--- src/rtl/xor_lut_unit.sv ---
// xor_lut_unit: parity (XOR-reduce) primitive built from explicit K-input
// LUT-sized XOR cells, arranged as a combinational reduction tree.
// Provides a combinational parity plus a one-cycle registered parity with valid.
module xor_lut_unit #(
  parameter int WIDTH       = 6,
  parameter int TARGET_CHIP = 2
) (
  input  logic             clk,
  input  logic             rst,
  input  logic             din_valid,
  input  logic [WIDTH-1:0] din,
  output logic             dout_comb,
  output logic             dout,
  output logic             dout_valid
);

  // Parameter legality; the tree sizing below uses a clamped width so that
  // the sizing functions always terminate, even when elaboration is about
  // to be aborted.
  localparam bit PARAMS_OK = (WIDTH >= 1) && (WIDTH <= 36) &&
                             ((TARGET_CHIP == 1) || (TARGET_CHIP == 2));
  localparam int K      = (TARGET_CHIP == 2) ? 6 : 4;
  localparam int W_SAFE = (WIDTH < 1) ? 1 : ((WIDTH > 36) ? 36 : WIDTH);

  // Number of nodes present at tree level lvl (level 0 = the raw din bits).
  function automatic int level_cnt(input int lvl);
    int c;
    c = W_SAFE;
    for (int i = 0; i < lvl; i++) begin
      c = (c + K - 1) / K;
    end
    return c;
  endfunction

  // Number of cell levels; at least one, so WIDTH<=K still uses one cell.
  function automatic int num_levels(input int w);
    int c;
    int n;
    c = (w + K - 1) / K;
    n = 1;
    while (c > 1) begin
      c = (c + K - 1) / K;
      n = n + 1;
    end
    return n;
  endfunction

  // Offset of the first node of level lvl inside the flat node vector.
  function automatic int level_off(input int lvl);
    int off;
    off = 0;
    for (int i = 0; i < lvl; i++) begin
      off = off + level_cnt(i);
    end
    return off;
  endfunction

  // One LUT cell: XOR of its K inputs (unused inputs arrive tied to 0).
  function automatic logic lut_xor(input logic [K-1:0] bits);
    return ^bits;
  endfunction

  localparam int NLVL  = num_levels(W_SAFE);
  localparam int TOTAL = level_off(NLVL + 1);

  if (!PARAMS_OK) begin : g_bad_params
    $fatal(1, "xor_lut_unit: illegal parameters WIDTH=%0d TARGET_CHIP=%0d (WIDTH 1..36, TARGET_CHIP 1 or 2)",
           WIDTH, TARGET_CHIP);
  end

  // Flat storage of every tree node, level by level; the last bit is the root.
  logic [TOTAL-1:0] node;

  assign node[WIDTH-1:0] = din;

  // Each level packs the previous level LSB-first into K-input cells; the
  // final cell of a level may be partially filled and has its spare inputs
  // tied low so the parity is unaffected.
  for (genvar l = 1; l <= NLVL; l++) begin : g_lvl
    localparam int N_IN    = level_cnt(l - 1);
    localparam int N_OUT   = level_cnt(l);
    localparam int OFF_IN  = level_off(l - 1);
    localparam int OFF_OUT = level_off(l);
    for (genvar c = 0; c < N_OUT; c++) begin : g_cell
      logic [K-1:0] cell_in;
      for (genvar j = 0; j < K; j++) begin : g_pin
        if (c * K + j < N_IN) begin : g_used
          assign cell_in[j] = node[OFF_IN + c * K + j];
        end else begin : g_tied
          assign cell_in[j] = 1'b0;
        end
      end
      assign node[OFF_OUT + c] = lut_xor(cell_in);
    end
  end

  assign dout_comb = node[TOTAL-1];

  // ---- stage p0 -> p1: capture parity when din is qualified ----
  logic parity_p1_d;
  logic parity_p1_q;
  logic vld_p1_d;
  logic vld_p1_q;

  // Next-state: load parity on valid input, otherwise hold it; valid is a pulse.
  always_comb begin
    parity_p1_d = parity_p1_q;
    vld_p1_d    = 1'b0;
    if (din_valid) begin
      parity_p1_d = dout_comb;
      vld_p1_d    = 1'b1;
    end
  end

  // Output registers; reset wins over a coincident din_valid.
  always_ff @(posedge clk) begin
    if (rst) begin
      parity_p1_q <= 1'b0;
      vld_p1_q    <= 1'b0;
    end else begin
      parity_p1_q <= parity_p1_d;
      vld_p1_q    <= vld_p1_d;
    end
  end

  assign dout       = parity_p1_q;
  assign dout_valid = vld_p1_q;

endmodule

--- config.mk ---
export PLATFORM = sky130hd
export DESIGN_NAME = xor_lut_unit
export DESIGN_NICKNAME = d
export VERILOG_FILES = /design/src/rtl/xor_lut_unit.sv
export SDC_FILE = /design/constraint.sdc
export NUM_CORES = 1
export LEC_CHECK = 0
export CORE_AREA = 2 2 39 41
export CTS_CLUSTER_DIAMETER = 200
export CTS_CLUSTER_SIZE = 10
export DETAILED_ROUTE_END_ITERATION = 10
export DIE_AREA = 0 0 41 43
export PLACE_DENSITY = 0.3
export RECOVER_POWER = 50
export SYNTH_ARGS = -nofsm -noshare
export SYNTH_HDL_FRONTEND = slang
export SYNTH_SLANG_ARGS = --single-unit
export TNS_END_PERCENT = 50
--- constraint.sdc ---
create_clock -name clk -period 1.2 [get_ports clk]
set_input_delay 0.24 -clock clk [delete_from_list [all_inputs] [get_ports clk]]
set_output_delay 0.24 -clock clk [all_outputs]
set_load 0.005 [all_outputs]
Word level (Yosys, flattened, before mapping)
Index checks and enable logic that the tools add are counted.

cells by class
  multiplexer cells = 1
  reduce and logical (&&, ||, !) cells = 1

operator list
  operator           number
  parity 6 bit       1
  two-way mux 1 bit  1

storage, ports and cells
  output and inout port bits = 3
  bits in registers = 2
  input port bits = 9
  word-level logic and storage cells = 4

Longest topological paths before layout
Gate-level depths: netlist of run 1.

  word-level depth = 1
  gate-level depth with buffers = 3
  depth with buffers taken out = 3

Worst setup path before layout of run 1
OpenSTA, ideal clock, no wires.

  path type = input-to-output
  start = in din[1]
  end = out dout_comb
  arrival time = 0.865 ns
  path slack = 0.095 ns
  stages = 3
  required time = 0.960 ns
  path buffers = 0
  cell sequence = xnor2_1 xnor3_1 inv_1

on the way
  word-level cells in the longest chain between the ends = 1

ends and longest elaborated chain
  item             line  source
  start, declared  11    input logic [WIDTH-1:0] din,
  parity 6 bit     60    return ^bits;
  end, declared    12    output logic dout_comb,

No other way between the ends.

Worst setup path after layout of run 1
  start = in din[0]
  end = out dout_comb

Same word-level chain as after synthesis.

==> flow_summary.ini, run 1 <==
[route]
wirelength_um = 349
detail_route.vias_per_cell = 3.190
drt_iter0_drc = 0
firstDrtPassIters = 1
antenna_left = 0
dr_total_vias = 134
wl_per_cell_um = 8.310
drt_drc_violations_left = 0

[sta]
finClkSkew_ps = 0
hold_violations = 0
whs_ps = 523.6
tightest_slew_ps = 169.9
max-slew-margin-rel_pct = 88.63
final-setup-viol-count = 1
fin_ws_ps = -102.2
post-route-min-period_ps = 1302
timing.fmax_mhz = 767.9
slew_viol_final = 0
fin_crit_sh_pct = 108.5
rsz0062_at_grt = yes

[grt]
met3_usage_pct = 6.283
grt.busiest_layer = met3
overflow = 0
grt_max_degree = 4
grt_pass1_wl_um = 538
grtUsageMet2_pct = 5.625
track_usage_pct = 5.115
grt_pass1_vias = 136
antenna_found_initial = 0
grtUsageMet1_pct = 5.769

[clocking]
hold_buffers = 0
cts_tree = yes
clk_latency_ps = 220
clkSlewWorstSetupHoldPaths_ps = 30
cts_sinks = 2
root_buffer = clkbuf_4
cts_buffer_depth = 2
cts_buffers = 3
htreeDepth = 1

[floorplanning]
ioPinCount = 12
dieArea_um2 = 1763
die_h_um = 43
core-area_um2 = 1384
die_w_um = 41
row_count = 14
initial_core_util_pct = 8.318

[yosys]
synth_edf_count = 0
synth.largest_area_cell = dfxtp_1
synthTopCellsByArea = dfxtp_1 (35%), xnor3_1 (20%), xnor2_1 (15%)
yosys_most_used_dff = dfxtp_1
synth_area_um2 = 115.1
ys_warn_count = 0
avgSynthCellArea_um2 = 11.51
syn_nets = 19
synth-async-reset-ratio_pct = 0
ys_seq_area_share_pct = 34.78
synth.ff_latch_count = 2
yosys.cell_types.count = 8
synthCells = 10
synth_top_area_share_pct = 34.78
ys_top_cells_by_count = dfxtp_1 (2), xnor2_1 (2)

[place]
gp_congestion = 0.5534
dp_hpwl_um = 245.3
dpl_cell_area_um2 = 245.2
place_ws_ps = -908.3
numPortBuffers = 11

[min_path]
hold_path_class = flop to flop
holdPathEnd = dout
hold_depth = 2
min_from = dout

[worst_setup_path]
required_ps = 960
critPathMaxFanout = 2
reg2reg_depth = 2
reg2reg_to = dout
ff2ff_setup_slack_ps = 580
cp.arrival_ps = 1060
cp_cell_sequence = buf_6 -> xnor2_2 -> xnor3_1 -> inv_1 -> buf_2
end_kind = output pin
cp_slowest_cell = xnor3_1
cpPeakStageDelay_ps = 420
reg2reg_from = dout
critPathKind = primary input to output pin
critPathLaunchType = primary input

[pwr]
ir_worst_vdd_uv = 696.4
p_leak_nw = 0.1390
power_density_nw_per_um2 = 1282
power_w = 0.0003416

[layout]
drive_gt1_share_pct = 57.69
areaGrowthSynthToFinish_pct = 131.5
n_antenna_cell = 0
layout.nets = 37
fin_area_um2 = 266.5

[outcome]
violations = negative setup slack
status = finished, violations left

[flow_run]
drv_cap = 0
## cell type report
| cell class | count | area, um^2 |
|---|---|---|
| fill | 158 | 1117 |
| multi-input combinational | 7 | 86.33 |
| clock buffer | 3 | 22.52 |
| sequential | 2 | 40.04 |
| inverter | 1 | 3.754 |
| timing repair buffer | 13 | 93.84 |
| tap | 16 | 20.02 |
## power breakdown
group / internal [W] / switching (W)
clock network: 0.000110 / 0.0000345
logic: 0.0000816 / 0.0000402
registers: 0.0000729 / 0.00000239
total: 0.000265 / 0.0000770
## stage by stage
| stage | utilization (%) | cells | TNS [ps] |
|---|---|---|---|
| after floorplan | - | 10 | 0 |
| after global placement | 17.72 | 37 | -1281 |
| after detailed placement | 17.72 | 37 | -1310 |
| after CTS | 19.44 | 41 | -118.6 |
| after global routing | 19.26 | 42 | -150.7 |
| final | 19.26 | 42 | -102.2 |
## worst max path at each step
stage                     cells after the start    from        end  slack [ps]
after floorplan                               3  din[1]  dout_comb          90
after detailed placement                      5  din[2]  dout_comb        -910
after global placement                        5  din[1]  dout_comb        -900
after global routing                          5  din[0]  dout_comb        -150
final                                         5  din[0]  dout_comb        -100
after CTS                                     5  din[0]  dout_comb        -120
## cells in the final DEF (no fill, tap or decap), drive strengths merged
master	n
buf	7
clkbuf	5
xnor2	2
dfxtp	2
dlygate4sd2	2
xor2	1
xnor3	1
inv	1
nor2b	1
nor2	1
a211oi	1
dlygate4sd3	1
clkdlybuf4s50	1
## registers in the layout, summed over array words and instances (netlist names)
name	count
dout	1
dout_valid	1
## critical path, delay by kind of cell
family | cells | cell delay (ps)
buffers and inverters | 3 | 260
XOR/XNOR | 2 | 560
## logic make-up (layout without fill, tap and decap cells)
group                  after synthesis  count (layout)  share of synthesized area [%]
flip-flops                           2               2                          34.78
AND/OR/NAND/NOR                      2               2                          8.696
XOR/XNOR                             4               4                          42.39
buffers and inverters                1              17                          3.258
AO/OA/AOI/OAI                        1               1                          10.87
## routing by layer
layer / share of wire, % / wire length, um
met1: 44 / 154
met2: 38 / 131
met3: 18 / 63
met4: 0 / 0
met5: 0 / 0
## what timing repair did
item | CTS | global route
pin swaps | 4 | 2
setup buffers | 1 | 1
endpoints found under the setup margin | 4 | 1
gates cloned | 0 | 0
gates resized for setup | 28 | 2
Power figures use the tool's default switching activity.
==> run 2: changes to the inputs <==
--- a/config.mk
+++ b/config.mk
@@ -6,11 +6,11 @@
 export NUM_CORES = 1
 export LEC_CHECK = 0
 export CORE_AREA = 2 2 39 41
+export CTS_BUF_LIST = sky130_fd_sc_hd__clkbuf_2
 export CTS_CLUSTER_DIAMETER = 200
 export CTS_CLUSTER_SIZE = 10
 export DETAILED_ROUTE_END_ITERATION = 10
 export DIE_AREA = 0 0 41 43
-export PLACE_DENSITY = 0.3
 export RECOVER_POWER = 50
 export SYNTH_ARGS = -nofsm -noshare
 export SYNTH_HDL_FRONTEND = slang
==> run 2 against run 1 <==
  * The flow still finishes with violations (negative setup slack)
  * Routed wire length fell by 13%
  * Worst setup slack improved by 28 ps
  * Via count fell by 2.2%
  * Largest power group is now combinational cells
  * Largest cell class unchanged
  * Count of clock-buffer cells in the layout did not move
  * Worst hold slack improved by 4.6 ps
  * Non-clock buffer count did not move
==> flow_summary.ini, run 2 (same netlist as run 1, synthesis figures left out) <==
[outcome]
status = finished, violations left
violations = negative setup slack

[pwr]
power_w = 0.0003008
p_clk_share_pct = 34.7
p_leak_nw = 0.1384
switching_share_pct = 25.94
intPower_w = 0.0002228
power_frac_comb_pct = 40.3
p_sw_w = 0.00007803
power_density_nw_per_um2 = 1118
ir_worst_vdd_uv = 309.7
p_seq_share_pct = 25.0

[worst_setup_path]
ff2ff_setup_slack_ps = 570
reg2reg_from = dout
critPathLaunchType = primary input
reg2reg_to = dout
end_kind = output pin
cp.arrival_ps = 1030
reg2reg_depth = 2
required_ps = 960
critPathMaxFanout = 2
critPathKind = primary input to output pin

[route]
detail_route.vias_per_cell = 3.119
antenna_left = 0
wirelength_um = 302
firstDrtPassIters = 1
drt_drc_violations_left = 0
wl_per_cell_um = 7.190
drt_iter0_drc = 0
dr_total_vias = 131

[sta]
fin_ws_ps = -74.30
fin_crit_sh_pct = 106.2
slew_viol_final = 0
finClkSkew_ps = 0
whs_ps = 528.2
timing.fmax_mhz = 784.7
hold_violations = 0
max-slew-margin-rel_pct = 89.34
final-setup-viol-count = 1
rsz0062_at_grt = yes
tightest_slew_ps = 159.4
post-route-min-period_ps = 1274

[clocking]
cts_buffers = 3
cts_buffer_depth = 2
root_buffer = clkbuf_2
cts_sinks = 2
clkSlewWorstSetupHoldPaths_ps = 30
clk_latency_ps = 190
htreeDepth = 1
cts_tree = yes
hold_buffers = 0

[place]
numPortBuffers = 11
place_ws_ps = -872.2
gp_congestion = 0.5533
dpl_cell_area_um2 = 252.7

[layout]
layout.nets = 37
final_common_cell = buf_2
final_cell_mix = buf_2 (4), clkbuf_2 (3)
n_antenna_cell = 0
utilization_pct = 19.44
fillCellCount = 159
drive_gt1_share_pct = 50.00
fin_area_um2 = 269.0
areaGrowthSynthToFinish_pct = 133.7

[min_path]
holdPathEnd = dout
hold_depth = 2
hold_path_class = flop to flop
min_from = dout

[grt]
grt_max_degree = 4
grt_pass1_wl_um = 462
track_usage_pct = 4.614
grt_pass1_vias = 143
antenna_found_initial = 0
overflow = 0

[floorplanning]
die_w_um = 41
ioPinCount = 12
initial_core_util_pct = 8.318
row_count = 14
core-area_um2 = 1384
dieArea_um2 = 1763
die_h_um = 43

[flow_run]
drv_cap = 0
[run 2: power groups by stage]
| stage | logic [W] | clock network, W | registers [W] |
|---|---|---|---|
| 2_1_floorplan | 0.0000426 | 0 | 0.0000767 |
| 3_3_place_gp | 0.000121 | 0 | 0.0000764 |
| 3_5_place_dp | 0.000124 | 0 | 0.0000764 |
| 4_1_cts | 0.000126 | 0.000112 | 0.0000754 |
| 5_1_grt | 0.000134 | 0.000119 | 0.0000758 |
| 6_report | 0.000121 | 0.000104 | 0.0000752 |
[run 2: final cells by class]
| cell class | count | area (um^2) | area share (%) |
|---|---|---|---|
| inverters | 1 | 3.754 | 1.395 |
| repair buffers | 13 | 103.9 | 38.60 |
| clock buffers | 3 | 15.01 | 5.581 |
| flip-flops and latches | 2 | 40.04 | 14.88 |
| multi-input cells | 7 | 86.33 | 32.09 |
| well taps | 16 | 20.02 | 7.442 |
[run 2: metrics by stage]
step | TNS [ps] | instances
2_1_floorplan | 0 | 10
3_3_place_gp | -1325 | 38
3_5_place_dp | -1383 | 38
4_1_cts | -92.44 | 42
5_1_grt | -217.4 | 42
6_report | -74.30 | 42
[run 2: what timing repair did]
action	CTS	global route
pin swaps	5	0
setup buffers	1	0
gates resized for setup	27	0
endpoints found under the setup margin	4	2
hold endpoints to repair	0	0
[run 2: worst max-delay path by stage]
stage          slack, ps        end    from  cells past startpoint
2_1_floorplan         90  dout_comb  din[1]                      3
3_3_place_gp        -850  dout_comb  din[2]                      5
3_5_place_dp        -870  dout_comb  din[2]                      5
4_1_cts              -90  dout_comb  din[0]                      5
5_1_grt             -140  dout_comb  din[0]                      5
6_report             -70  dout_comb  din[0]                      5
[run 2: worst max-delay path, cell delays in order]
cell	delay, ps
buf_6	90
xnor2_2	130
xnor3_1	410
inv_1	60
buf_2	100
[run 2: layer usage]
metal	vias up	wire length, um	part of all wire [%]	global-route usage (%)
li1	64	-	-	-
met1	57	99	33	2.885
met2	10	135	45	6.563
met3	0	67	22	3.665
met4	0	0	0	6.000
met5	-	0	0	0
==> run 3: changes to the inputs <==
==> constraint.sdc (replaced) <==
create_clock -name clk -period 1.2 [get_ports clk]
set_input_delay 0.24 -clock clk [delete_from_list [all_inputs] [get_ports clk]]
set_output_delay 0.24 -clock clk [all_outputs]
set_load 0.05 [all_outputs]
==> run 3 against run 2 <==
  * The flow still finishes with violations (negative setup slack)
  * Flip-flop and latch count unchanged
  * Critical path type unchanged
  * Final cell count decreased by 2.4%
  * Maximum frequency decreased by 9.6%
  * Critical path depth unchanged
  * Worst setup slack got worse by 140 ps
  * Combinational power increased by 83%
  * Final area increased by 8.8%
  * Clock skew unchanged
  * Worst hold slack improved by 46 ps
  * Die area unchanged
  * Clock power about the same
  * Global-route usage increased by 0.61 points
==> flow_summary.ini, run 3 (same netlist as run 1, synthesis figures left out) <==
[layout]
final_common_cell = clkbuf_2
n_antenna_cell = 0
fillCellCount = 155
areaGrowthSynthToFinish_pct = 154.3
layout.nets = 36
drive_gt1_share_pct = 60.00

[sta]
fin_crit_sh_pct = 117.5
rsz0062_at_grt = yes
tightest_slew_ps = 282.1
whs_ps = 573.8
final-setup-viol-count = 1
hold_violations = 0
finClkSkew_ps = 0
slew_viol_final = 0
fin_ws_ps = -209.7
timing.fmax_mhz = 709.4
post-route-min-period_ps = 1410
max-slew-margin-rel_pct = 81.27

[pwr]
p_leak_nw = 0.1362
ir_worst_vdd_uv = 558.4
power_w = 0.0004047
power_density_nw_per_um2 = 1382

[floorplanning]
die_w_um = 41
initial_core_util_pct = 8.318
dieArea_um2 = 1763
core-area_um2 = 1384
ioPinCount = 12
row_count = 14
die_h_um = 43

[clocking]
cts_tree = yes
clkSlewWorstSetupHoldPaths_ps = 30
cts_buffers = 3
htreeDepth = 1
cts_buffer_depth = 2
postCtsSetupBuffers = 0
cts_sinks = 2
clk_latency_ps = 190
root_buffer = clkbuf_2
hold_buffers = 0

[outcome]
violations = negative setup slack
status = finished, violations left

[worst_setup_path]
end_kind = output pin
critPathMaxFanout = 2
critPathLaunchType = primary input
cp.arrival_ps = 1170
critPathKind = primary input to output pin
required_ps = 960

[min_path]
hold_path_class = flop to flop

[route]
antenna_left = 0
dr_total_vias = 125
drt_iter0_drc = 0
wirelength_um = 294
wl_per_cell_um = 7.171
detail_route.vias_per_cell = 3.049
drt_drc_violations_left = 0
firstDrtPassIters = 1

[place]
gp_congestion = 0.5604
place_ws_ps = -615.3
numPortBuffers = 11

[grt]
grt_pass1_vias = 131
grt_pass1_wl_um = 496
grt_max_degree = 4
track_usage_pct = 5.226
overflow = 0
antenna_found_initial = 0

[flow_run]
drv_cap = 0
==> run 3: worst paths after layout <==
check,start,endpoint,slack [ps],cells past startpoint
worst max-delay path,din[0],dout_comb,-210,5
worst min-delay path,dout,dout,570,2
worst max register to register,dout,dout,490,2
worst min register to register,dout,dout,570,2
==> run 3: repair_timing <==
item | CTS | global route
pin swaps | 4 | 1
endpoints found under the setup margin | 2 | 2
gates resized for setup | 23 | 0
==> run 3: routing by layer <==
metal  up-vias  track usage, %  routed length (um)
met4         0           4.000                   0
met1        50           5.806                 143
met5         -               0                   0
met2        12           4.063                 104
li1         63               -                   -
met3         0           7.853                  46
==> run 3: cell type report <==
cell class / instances / area, um^2 / share of cell area (%)
Timing Repair Buffer: 12 / 123.9 / 42.31
Multi-Input combinational cell: 7 / 86.33 / 29.49
Sequential cell: 2 / 40.04 / 13.68
Tap cell: 16 / 20.02 / 6.838
Clock buffer: 3 / 15.01 / 5.128
Inverter: 1 / 7.507 / 2.564
==> run 3: power breakdown <==
group / total, W / leakage [nW] / internal [W] / switching (W)
Combinational: 0.000221 / 0.107 / 0.000119 / 0.000102
Clock: 0.000106 / 0.0125 / 0.0000665 / 0.0000393
Sequential: 0.0000779 / 0.0167 / 0.0000729 / 0.00000494
Total: 0.000405 / 0.136 / 0.000258 / 0.000146
==> run 3: metrics by stage <==
stage                     setup TNS, ps  area (um^2)  utilization [%]  std cells
after CTS                        -229.7        307.8            22.24         41
after floorplan                  -87.68        118.9                -         10
after global placement            -1181        286.5            20.71         38
after global routing             -258.3        292.8            21.16         41
after detailed placement          -1186        286.5            20.71         38
final                            -209.7        292.8            21.16         41
==> run 3: worst max-delay path, stage by stage <==
cell and delay [ps]:
buf_6 90, xnor2_2 140, xnor3_1 460, clkinvlp_4 100
buf_12 130
